--- src/rtl/thread_scheduler.sv ---
// Round-robin scheduler holding one PC per hardware thread; offers one eligible
// thread per cycle to fetch/issue and retires threads on halting writeback.
module thread_scheduler #(
    parameter int NUM_THREADS = 4,
    parameter int TID_WIDTH   = 2,
    parameter int PC_WIDTH    = 8
) (
    input  logic                   clk,
    input  logic                   reset,
    input  logic                   start,
    input  logic [PC_WIDTH-1:0]    start_pc,
    input  logic [NUM_THREADS-1:0] thread_mask,
    output logic                   issue_valid,
    output logic [TID_WIDTH-1:0]   issue_tid,
    output logic [PC_WIDTH-1:0]    issue_pc,
    input  logic                   issue_ready,
    input  logic                   wb_valid,
    input  logic [TID_WIDTH-1:0]   wb_tid,
    input  logic                   wb_branch,
    input  logic [PC_WIDTH-1:0]    wb_target,
    input  logic                   wb_halt,
    output logic [NUM_THREADS-1:0] thread_active,
    output logic                   busy,
    output logic                   halt
);

    typedef enum logic [1:0] {
        ST_IDLE,
        ST_RUN,
        ST_DONE
    } state_t;

    state_t                 state_q, state_d;
    logic [PC_WIDTH-1:0]    pc_q [NUM_THREADS];
    logic [PC_WIDTH-1:0]    pc_d [NUM_THREADS];
    logic [NUM_THREADS-1:0] active_q, active_d;
    logic [NUM_THREADS-1:0] pending_q, pending_d;
    logic [TID_WIDTH-1:0]   rr_ptr_q, rr_ptr_d;

    logic [NUM_THREADS-1:0] eligible;
    logic [TID_WIDTH-1:0]   scan_idx;
    logic [TID_WIDTH-1:0]   sel_tid;
    logic                   found;
    logic                   transfer;

    assign busy          = (state_q == ST_RUN);
    assign halt          = (state_q == ST_DONE);
    assign thread_active = active_q;

    // Rotating priority scan starting at rr_ptr; index wraps naturally in TID_WIDTH bits.
    always_comb begin
        eligible = active_q & ~pending_q;
        scan_idx = '0;
        sel_tid  = '0;
        found    = 1'b0;
        for (int unsigned k = 0; k < NUM_THREADS; k++) begin
            scan_idx = rr_ptr_q + TID_WIDTH'(k);
            if (!found && eligible[scan_idx]) begin
                found   = 1'b1;
                sel_tid = scan_idx;
            end
        end
        issue_valid = busy && found;
        issue_tid   = issue_valid ? sel_tid : '0;
        issue_pc    = issue_valid ? pc_q[sel_tid] : '0;
    end

    assign transfer = issue_valid && issue_ready;

    always_comb begin
        state_d   = state_q;
        active_d  = active_q;
        pending_d = pending_q;
        rr_ptr_d  = rr_ptr_q;
        for (int unsigned i = 0; i < NUM_THREADS; i++) begin
            pc_d[i] = pc_q[i];
        end

        case (state_q)
            ST_IDLE, ST_DONE: begin
                if (start) begin
                    if (thread_mask != '0) begin
                        state_d   = ST_RUN;
                        active_d  = thread_mask;
                        pending_d = '0;
                        rr_ptr_d  = '0;
                        for (int unsigned i = 0; i < NUM_THREADS; i++) begin
                            pc_d[i] = start_pc;
                        end
                    end else begin
                        state_d = ST_DONE;
                    end
                end
            end
            ST_RUN: begin
                if (transfer) begin
                    pending_d[issue_tid] = 1'b1;
                    rr_ptr_d             = issue_tid + 1'b1;
                end
                // A pending thread is never offered, so wb_tid cannot collide with issue_tid here.
                if (wb_valid && pending_q[wb_tid]) begin
                    pending_d[wb_tid] = 1'b0;
                    if (wb_halt) begin
                        active_d[wb_tid] = 1'b0;
                    end else if (wb_branch) begin
                        pc_d[wb_tid] = wb_target;
                    end else begin
                        pc_d[wb_tid] = pc_q[wb_tid] + 1'b1;
                    end
                end
                if ((active_d | pending_d) == '0) begin
                    state_d = ST_DONE;
                end
            end
            default: state_d = ST_IDLE;
        endcase
    end

    always_ff @(posedge clk) begin
        if (!reset) begin
            state_q   <= ST_IDLE;
            active_q  <= '0;
            pending_q <= '0;
            rr_ptr_q  <= '0;
            for (int unsigned i = 0; i < NUM_THREADS; i++) begin
                pc_q[i] <= '0;
            end
        end else begin
            state_q   <= state_d;
            active_q  <= active_d;
            pending_q <= pending_d;
            rr_ptr_q  <= rr_ptr_d;
            for (int unsigned i = 0; i < NUM_THREADS; i++) begin
                pc_q[i] <= pc_d[i];
            end
        end
    end

endmodule

--- config.mk ---
export PLATFORM = sky130hd
export DESIGN_NAME = thread_scheduler
export DESIGN_NICKNAME = d
export VERILOG_FILES = /design/src/rtl/thread_scheduler.sv
export SDC_FILE = /design/constraint.sdc
export NUM_CORES = 1
export LEC_CHECK = 0
export CAP_MARGIN = 5
export CORE_MARGIN = 3
export CORE_UTILIZATION = 55
export CTS_BUF_LIST = sky130_fd_sc_hd__clkbuf_4 sky130_fd_sc_hd__clkbuf_8
export CTS_CLUSTER_DIAMETER = 150
export DETAILED_ROUTE_END_ITERATION = 16
export PLACE_DENSITY = 0.81
export SLEW_MARGIN = 20
export SYNTH_ARGS = -nofsm -noshare
export SYNTH_HDL_FRONTEND = slang
export SYNTH_SLANG_ARGS = --single-unit
--- constraint.sdc ---
create_clock -name clk -period 7.7 [get_ports clk]
set_input_delay 1.925 -clock clk [delete_from_list [all_inputs] [get_ports clk]]
set_output_delay 1.925 -clock clk [all_outputs]
set_load 0.03 [all_outputs]
== After elaboration in Yosys (flattened, before gate mapping) ==
Memories as Yosys holds them, arrays and structs flattened.
Index checks and enable logic that the tools add are counted.

* Register bits: 12
* Memory bits (writable): 32
* Output and inout port bits: 17
* Word-level logic and storage cells: 119
* Memories kept: 1

* $add $sub $neg: 5
* $lt $le $gt $ge: 10
* Eq/ne operators: 6
* Mux-type cells: 61
* Bitwise operators: 12
* Reductions and logical operators: 20

{| class="wikitable"
|+ Memory list
! memory !! depth !! width !! read ports !! clocked after memory_dff !! write ports !! line !! text
|-
| pc_q || 4 || 8 || 6 || 0 || 4 || 34 || <nowiki>logic [PC_WIDTH-1:0] pc_q [NUM_THREADS];</nowiki>
|}

{| class="wikitable"
|+ Operator list
! cell !! number
|-
| $mux W32 || 5
|-
| $bwmux W32 || 2
|-
| $pmux W32 S2 || 1
|-
| $mux W8 || 6
|-
| $mux W4 || 11
|-
| $mux W2 || 11
|-
| $lt A2 B3 Y1 const B || 6
|-
| $demux W8 S2 || 1
|-
| $pmux W4 S2 || 2
|-
| $mux W1 || 13
|-
| $and A4 B4 Y4 || 3
|-
| $bmux W1 S2 || 5
|-
| $logic_and A1 B1 Y1 || 9
|-
| $add A8 B1 Y8 const B || 1
|-
| $not A4 Y4 || 2
|-
| $or A4 B4 Y4 || 2
|-
| $pmux W2 S2 || 2
|-
| $add A2 B1 Y2 const B || 2
|-
| $add A2 B2 Y2 const B || 2
|-
| $demux W1 S2 || 2
|-
| $ge A2 B1 Y1 const B || 2
|-
| $logic_not A4 Y1 || 1
|-
| $ne A2 B1 Y1 const B || 2
|-
| $ne A2 B2 Y1 const B || 2
|-
| 14 further kinds || 19
|}

== Longest topological paths before layout ==
Gate-level depths: netlist of run 1.

* Depth in word-level cells: 30
* Gate-level depth with buffers: 10

== Least setup slack after synthesis of run 1 ==
Ideal clock, no wire load.

* Path type: register to output
* Start point: register active_q[0] (netlist: thread_active[0])
* End point: output port issue_pc[1]
* Data arrival time: 2434 ps
* Setup slack: 3341 ps
* Stages on the path, launching flop included: 7
* Path through: dfxtp_1 or3b_1 a21oi_4 nor3_4 buf_6 mux2i_1 a211oi_1

* Cells in the longest elaborated chain, start to end: 15
* Elaborated cells on any way between the ends: 26
* Classes of those cells: mux (17); bitwise (1); reduce/logical (7); memory (1)

{| class="wikitable"
|+ RTL lines
! item !! line !! text
|-
| start, declared || 36 || <nowiki>logic [NUM_THREADS-1:0] active_q, active_d;</nowiki>
|-
| start signal, assigned || 130 || <nowiki>active_q <= active_d;</nowiki>
|-
| $and A4 B4 Y4 * || 52 || <nowiki>eligible = active_q & ~pending_q;</nowiki>
|-
| $bmux W1 S2 || 58 || <nowiki>if (!found && eligible[scan_idx]) begin</nowiki>
|-
| $mux W1 (not written as such) || 58 ||
|-
| $mux W1 || 58 ||
|-
| $logic_not A1 Y1 || 58 ||
|-
| $logic_and A1 B1 Y1 || 58 ||
|-
| $mux W1 || 58 ||
|-
| $logic_not A1 Y1 || 58 ||
|-
| $logic_and A1 B1 Y1 || 58 ||
|-
| $mux W1 || 58 ||
|-
| $logic_not A1 Y1 || 58 ||
|-
| $logic_and A1 B1 Y1 || 58 ||
|-
| $mux W2 / $mux W1 (equally long branches) || 58 ||
|-
| $mem_v2 Z4 W8 / $logic_and A1 B1 Y1 (equally long branches) || - ||
|-
| $mux W8 * || 65 || <nowiki>issue_pc = issue_valid ? pc_q[sel_tid] : '0;</nowiki>
|-
| end, declared || 15 || <nowiki>output logic [PC_WIDTH-1:0] issue_pc,</nowiki>
|}

Mark *: on every way between the ends. The rest lies on a longest branch, timed or not. The select of a mux whose other input is x is not followed.

== Worst setup path in the final report of run 1 ==
* Start point: register active_q[1] (netlist: thread_active[1])
* End point: output port issue_pc[7]

Same word-level chain as after synthesis.

==> results.md, run 1 <==
- Measured in cells, the most critical reg-to-reg path has a length of 7.
- The max-slew violation count is 0.
- The synthesized design contains 0 enable-type register cells.
- The floorplan step set the die height to 81.3 um.
- Summed over all cells, the static leakage comes to 1.29 nW.
- The first detailed-routing pass ran for 5 iterations.
- The half-perimeter wire length after detailed placement is 6720 um.
- The initial standard-cell utilization of the core is 58.8%.
- The adder-cell share of the synthesized area is 2.01%.
- The total of cells resized after clock tree synthesis is 0.
- The share of synthesized cell area in and, or, nand and nor gates is 22.0%.
- The synthesized-area fraction occupied by ao, oa, aoi and oai cells is 32.0%.
- Clock tree synthesis found a total of 44 sinks.
- Global routing used 29.9% of the available tracks across all layers.
- Max-cap violations in this run came to 0.
- Data on the critical path arrives at its endpoint at 3.21 ns.
- Yosys mapped the design onto 60 distinct sky130hd cell types.
- The floorplan has 26 rows.
- The buffering stage count on the worst path with inverters included is 1.
- The detail route stage leaves a number of antenna-violating nets equal to 0.
- The floorplan step defined a die boundary enclosing 6600 um2.
- The worst setup skew after layout is 0.00292 ns.
- The count of mapped cells out of synthesis is 374.
- In the synthesized netlist, mux cells make up 10.5% of the area.
- The post-cts hold buffer count is 0.
- The number of buffers added by the clock tree synthesis step is 5.
- The power per cell area is 178 nW/um2.
- The number of global-route vias before repair was 3026.
- For the final routed database, the setup TNS stands at 0 ns.
- In the post-route analysis, the smallest setup slack over all paths is 2.56 ns.
- The most frequent cell after synthesis is sky130_fd_sc_hd__o21ai_0.
- By area the synthesized netlist is led by sky130_fd_sc_hd__dfxtp_1, sky130_fd_sc_hd__o21ai_0, sky130_fd_sc_hd__a31oi_1.
- Cells with a size suffix above 1 make up 7.16% of the layout.
- Summed over its instances, the top area cell type makes up 28.3% of the synthesized netlist area.
- Routability-driven placement finished with a final weighted congestion of 0.899.
- The clock-pin slew of the registers on the worst-case setup and hold paths is 0.08 ns.
- The cell area that synthesis handed to floorplanning was 3120 um2.
- The number of buffers inserted by port buffering is 45.
- The initial detailed-routing violation count is 270.
- The post-route worst hold slack is 0.547 ns.
- After the last flow step, the layout net total stands at 438.
- The proportion of synthesized flip-flops having asynchronous set or reset is 0%.
- Setup violations remaining at the end of the flow were counted as 0.
- By area, the combinational part of the netlist is dominated by compound AO/OA/AOI/OAI gates.
- When the netlist entered floorplanning its net count stood at 408.
- The clock tree from TritonCTS is built.
- The DRC violations left is 0.
- Based on the critical path, the design can be clocked at up to 195 MHz.
- The wire length of the first global-routing pass is 15100 um.
- The cell sitting at the root of the clock tree is a sky130_fd_sc_hd__clkbuf_8.
- The kind of start point of the critical path is a flip-flop.
- Ranked by instance count, the synthesized netlist is headed by sky130_fd_sc_hd__o21ai_0, sky130_fd_sc_hd__dfxtp_1, sky130_fd_sc_hd__nor2_1.
- Counting instances, the worst hold path has a depth of 2.
- The H-tree was split into 2 levels.
- 0 antenna diodes ended up in the layout.
- After clock tree synthesis, the setup repair step added 0 buffers.
- After floorplanning, the core was sized to cover 5300 um2.
- The maximum clock insertion buffer count is 2.
- The critical path depth in cells is 6.
- The x dimension of the die is 81.3 um.
- Of all nets on the critical path, the largest fanout is 16.
- The number of hold violations in the final report is 0.
- The post-placement worst setup slack is 2.94 ns.
- The run finished with clean final reports.
- The capturing element type of the critical path is an output port.
- Setup repair after global routing left no endpoint under its margin.
- A synthesized cell averages 8.33 um2.
- Summing all non-filler instances in the final layout gives an area of 3650 um2.
- The tightest min-delay check is of the reg2reg type.
- The largest total area in the synthesized netlist belongs to sky130_fd_sc_hd__dfxtp_1.
- The maximum resistive drop on vdd is 0.118 mV.
- The required time of the worst setup path is 5.78 ns.
- The library cell contributing the largest single delay on the critical path is sky130_fd_sc_hd__clkdlybuf4s50_1.
- The cell family contributing the most delay on the critical path is compound AO/OA/AOI/OAI gates.
- The routed design has 9380 um of wire.
- During I/O placement, the number of pins put on the boundary was 46.
- The post-route fraction of the period consumed by the critical path is 66.7%.
- The later pin in the worst-skew pair is clocked with a latency of 0.31 ns.
- The leftover overflow at the end of global routing is 0.
- The critical path is of the reg2out type.
- For the finished layout, the period the worst path requires is 5.14 ns.
- Entering global routing, the biggest net connects 35 pins.
- In this run, synthesis produced a sequential element count of 44.
- Headroom to the max-slew limit came out at 31.9%.
- The initial antenna violation count is 0.
- The wire length per cell is 19.7 um.
- The most used flip-flop cell after synthesis is sky130_fd_sc_hd__dfxtp_1.
- After Yosys synthesis, XOR and XNOR cells account for 0.843% of the synthesized area.
- In this design, the stage delay of the slowest critical-path cell is 0.73 ns.
- During synthesis, Yosys emitted a total of 0 warnings.
- The mean number of vias per cell is 6.89.
- The signal on the critical path passes through nand2b_1 > o21a_1 > nor3_4 > a2111oi_0 > a211oi_1 > clkdlybuf4s50_1.
- Compared with the post-synthesis result, the final layout area differs by 17.1%.
- Across all layers, the routed design uses 3272 vias.
- For the pin with the worst max-slew slack, the measured transition is 1.02 ns.
- The sequential area share after synthesis is 28.3%.
- Summing all placed instances gives a cell area of 3540 um2.
state kept, by name (all words and copies together) (netlist names):
| signal | cells |
|---|---|
| state_q | 2 |
| pc_q | 32 |
| pending_q | 4 |
| rr_ptr_q | 2 |
| thread_active | 4 |
worst register-to-register path, cell delays in order, from the launching register on:
cell                       delay, ns
sky130_fd_sc_hd__dfxtp_1        0.33
sky130_fd_sc_hd__nand2b_1       0.58
sky130_fd_sc_hd__a41o_1         0.60
sky130_fd_sc_hd__or2_2          0.40
sky130_fd_sc_hd__ha_1           0.24
sky130_fd_sc_hd__a31o_2         0.24
sky130_fd_sc_hd__a222oi_1       0.50
sky130_fd_sc_hd__a311oi_1       0.17
through the flow:
step | util [%] | power [mW] | std cells
5_1_grt | 68.8 | 0.678 | 475
2_1_floorplan | - | 0.406 | 374
4_1_cts | 68.8 | 0.645 | 475
6_report | 68.8 | 0.651 | 475
3_5_place_dp | 66.7 | 0.465 | 467
3_3_place_gp | 66.7 | 0.461 | 467
where the power goes:
group / leakage [nW] / switching [mW] / total, mW / internal (mW)
clock network: 0.0586 / 0.0837 / 0.184 / 0.0999
logic: 0.871 / 0.117 / 0.194 / 0.0771
registers: 0.363 / 0.0217 / 0.272 / 0.251
layout make-up:
type,count,area (um2)
Multi-Input combinational cell,303,2100
Inverter,5,18.8
Sequential cell,44,881
Tap cell,70,87.6
Fill cell,460,1650
Clock buffer,6,76.3
Clock inverter,2,35.0
Timing Repair Buffer,45,450
routing by layer:
metal / track usage, % / part of all wire [%] / vias to the layer above
met4: 13.9 / 2.7 / 0
met3: 5.99 / 9.4 / 29
li1: - / - / 1507
met1: 39.1 / 42 / 1547
met2: 47.1 / 46 / 189
met5: 0 / 0 / -
cells by family (layout without fill, tap and decap cells):
group,Yosys count,count (layout)
DFF,44,44
and+or+nand+nor,125,125
adders and majority gates,5,5
buffers and inverters,27,58
muxes,20,20
xor gates and xnor gates,3,3
AOI/OAI and AO/OA,150,150
path summary, 6_finish.rpt:
check	start	to	slack, ns
worst max-delay path	thread_active[1]	issue_pc[7]	2.56
worst min-delay path	pending_q[0]	pending_q[0]	0.55
worst max register to register	state_q[1]	state_q[0]	4.51
worst min register to register	pending_q[0]	pending_q[0]	0.55
placed cells by master (no fill, tap or decap), types with 2 or more instances in the layout:
cell,count
sky130_fd_sc_hd__a31oi_1,25
sky130_fd_sc_hd__a21oi_2,3
sky130_fd_sc_hd__o211a_1,4
sky130_fd_sc_hd__nor2_1,33
sky130_fd_sc_hd__nand2b_1,8
sky130_fd_sc_hd__clkdlybuf4s50_1,45
sky130_fd_sc_hd__nor2b_1,11
sky130_fd_sc_hd__nor3_4,2
sky130_fd_sc_hd__o21ai_0,50
sky130_fd_sc_hd__ha_1,5
sky130_fd_sc_hd__and3_1,5
sky130_fd_sc_hd__xnor2_1,3
sky130_fd_sc_hd__mux4_1,4
sky130_fd_sc_hd__inv_1,4
sky130_fd_sc_hd__nand4_1,5
sky130_fd_sc_hd__a21oi_1,17
sky130_fd_sc_hd__o31a_1,8
sky130_fd_sc_hd__mux2i_1,11
sky130_fd_sc_hd__a32oi_1,5
sky130_fd_sc_hd__a211oi_1,9
sky130_fd_sc_hd__nor3b_1,2
sky130_fd_sc_hd__mux4_2,5
sky130_fd_sc_hd__nand2_1,26
sky130_fd_sc_hd__nor3_1,2
sky130_fd_sc_hd__nand3_1,14
sky130_fd_sc_hd__a2111oi_0,5
sky130_fd_sc_hd__a31o_2,3
sky130_fd_sc_hd__dfxtp_1,44
sky130_fd_sc_hd__a21o_1,2
sky130_fd_sc_hd__o21a_1,3
sky130_fd_sc_hd__a221oi_1,3
sky130_fd_sc_hd__clkbuf_8,5
sky130_fd_sc_hd__o211ai_1,4
sky130_fd_sc_hd__and2_1,2
(Power assumes the default switching activity.)
==> run 2, diff against run 1 <==
Clock period 7.7 ns to 5.2 ns, I/O delays scaled along.
==> run 2 against run 1 <==
Die area stayed put. Largest power group unchanged. Via count shrank 0.92%. Utilization decreased by 0.12 points. Largest cell class unchanged. Highest routed layer unchanged.
==> results.md, run 2 (synthesized netlist as in run 1, its figures left out) <==
- The DRC violations left is 0 (unchanged).
- The number of diodes added for antenna fixing is 0 (unchanged).
- Signal routing reaches up to met4.
- The required time of the worst setup path is 3.90 ns (-1.88 ns).
- The half-perimeter wire length after detailed placement is 6620 um (-1.5%).
- The detailed-route wire length on metal 1 was 3920 um (about the same).
- The global routing usage summed across all routing layers came to 29.3% (-0.58 points).
- The initial antenna violation count is 0 (unchanged).
- The clock network latency to the later pin of the worst-skew pair is 0.31 ns (about the same).
- The number of sinks on the clock net is 44 (unchanged).
- The post-placement worst setup slack came to 1.04 ns (-1.90 ns).
- The overall power after layout came to 908 uW (+40%).
- The core footprint is 5300 um2 (unchanged).
- The last weighted congestion value of the routability-driven placer is 0.928 (+3.2%).
- The buffering stage count on the worst path with inverters included is 1 (unchanged).
- The area of the die is 6600 um2 (unchanged).
- The clock tree from TritonCTS is built.
- The achievable clock frequency is 220 MHz.
- The kind of path behind the tightest hold check is reg2reg.
- The number of global-route vias before repair is 2966 (-2.0%).
- The area taken by multi-input logic gates is 2100 um2 (unchanged).
- The library cell used most frequently in the layout, excluding fill and tap cells, is sky130_fd_sc_hd__o21ai_0.
- The transition at the pin with the smallest max-transition slack is 0.838 ns (-0.181 ns).
- The placement-stage cell area is 3560 um2 (+0.64%).
- The post-route cell area was 3640 um2 (-0.17%).
- The number of hold violations in the final report came to 0 (unchanged).
- The number of buffers inserted by port buffering is 45 (unchanged).
- The detailed-router iteration count before antenna repair was 5 (unchanged).
- The I/O pin count is 46 (unchanged).
- The number of inserted filler cells in the final layout is 448 (-2.6%).
- The fraction of the core area covered by cells at the end of the flow is 68.7% (-0.12 points).
- The max-slew violation count was 0 (unchanged).
- The total of cells resized after clock tree synthesis came to 0 (unchanged).
- The final total negative setup slack is 0 ns (unchanged).
- The library cells used most frequently in the layout, excluding fill and tap cells, are sky130_fd_sc_hd__o21ai_0, sky130_fd_sc_hd__clkdlybuf4s50_1, sky130_fd_sc_hd__dfxtp_1, sky130_fd_sc_hd__nor2_1, sky130_fd_sc_hd__nand2_1.
- The capturing element type of the critical path is an output port.
- The initial detailed-routing violation count is 447 (+66%).
- The wire length per cell is 19.2 um (-2.9%).
- The run finished with clean final reports.
- The count of non-filler cells in the finished layout was 478 (+0.63%).
- The maximum number of pins on one net before global-route repair is 35 (unchanged).
- The worst setup skew after layout is 0.00953 ns (+0.00662 ns).
- The net total in the final layout is 441 (+0.68%).
- The leftover overflow at the end of global routing is 0 (unchanged).
- The instance count after placement with tap cells included is 470 (+0.64%).
- The final critical delay including setup and external delays is 4.55 ns.
- The cell family contributing the most delay on the critical path is compound AO/OA/AOI/OAI gates.
- The number of core rows came to 26 (unchanged).
- The number of buffers added by the clock tree synthesis step was 5 (unchanged).
- The largest individual stage delay along the critical path comes from the cell sky130_fd_sc_hd__clkdlybuf4s50_1.
- The critical-path maximum fanout is 16 (unchanged).
- The maximum resistive drop on vdd was 0.213 mV (+81%).
- The post-cts hold buffer count is 0 (unchanged).
- Ranked by flip-flop count, first place goes to pc_q.
- The wire length after detailed routing is 9170 um (-2.3%).
- The die span in y is 81.3 um (unchanged).
- The post-CTS setup buffer count was 0 (unchanged).
- The wire length of the first global-routing pass came to 15000 um (-0.82%).
- The wire length on met3 was 866 um (-1.9%).
- The post-route fraction of the period consumed by the critical path is 87.5%.
- The number of H-tree levels came to 2 (unchanged).
- The maximum clock insertion buffer count is 2 (unchanged).
- The clock-pin slew of the registers on the worst-case setup and hold paths is 0.09 ns (about the same).
- The sequential cell area is 881 um2 (unchanged).
- The critical path is of the reg2out type.
- The number of flip-flops in the largest register is 32 (unchanged).
- Clock tree synthesis selected as its root buffer the cell sky130_fd_sc_hd__clkbuf_8.
- The arrival time at the worst endpoint is 3.25 ns (+0.04 ns).
- The stage delay of the slowest cell on the critical path was 0.74 ns (about the same).
- The critical path goes through and3b_1 > o21a_1 > nor3_4 > a2111oi_0 > a211oi_1 > clkdlybuf4s50_1.
- The power per cell area is 249 nW/um2 (+40%).
- The fraction of layout instances using a drive strength above 1 is 8.09% (+0.93 points).
- The number of antenna-violating nets in the routed design is 0 (unchanged).
- The worst setup path is launched from a flip-flop.
- The detailed-routed wire length on met2 is 4190 um (-3.0%).
- The leakage power summed over all cells came to 1.30 nW (+0.25%).
- The headroom to the max-slew limit is 44.1% (+12 points).
- The initial standard-cell utilization of the core is 58.8% (unchanged).
- The setup-violating endpoint count in the final report was 0 (unchanged).
- The x dimension of the die is 81.3 um (unchanged).
- Setup repair after global routing left no endpoint under its margin.
- The detailed-route via count is 3242 (-0.92%).
- The final worst slack is 0.652 ns (-1.91 ns).
- The post-route worst hold slack is 0.538 ns (-0.00986 ns).
- The mean number of vias per cell came to 6.78 (-1.5%).
- The max-capacitance violation count is 0 (unchanged).
- From synthesis to final layout, the design area changed by 16.9%.
[run 2: path summary, 6_finish.rpt]
path | startpoint | endpoint | slack [ns] | cells after the start
setup reg to reg | thread_active[2] | state_q[0] | 2.31 | 7
hold reg to reg | pc_q[3][1] | pc_q[3][1] | 0.54 | 1
setup / recovery | pending_q[0] | issue_pc[5] | 0.65 | 6
hold / removal | pc_q[3][1] | pc_q[3][1] | 0.54 | 1
[run 2: final cells by class]
type,count,area share [%]
Inverter,5,0.515
Clock buffer,5,1.89
Sequential cell,44,24.2
Multi-Input combinational cell,303,57.6
Clock inverter,3,0.515
Timing Repair Buffer,48,12.8
Tap cell,70,2.40
[run 2: metal layers]
metal  up-vias  track usage (%)
met5         -                0
met3        19             6.32
li1       1513                -
met2       172             45.4
met4         0             10.6
met1      1538             39.9
[run 2: power by group]
group | leakage (nW) | switching [mW] | total (mW) | internal (mW)
Clock | 0.0479 | 0.124 | 0.218 | 0.0938
Combinational | 0.885 | 0.172 | 0.287 | 0.115
Sequential | 0.363 | 0.0312 | 0.403 | 0.371
Total | 1.30 | 0.327 | 0.908 | 0.580
==> run 3, diff against run 2 <==
Settings changed: CTS_CLUSTER_DIAMETER 150 to 100.
==> results of run 3 <==
Final layout, timing and power as in run 2 (identical DEF).
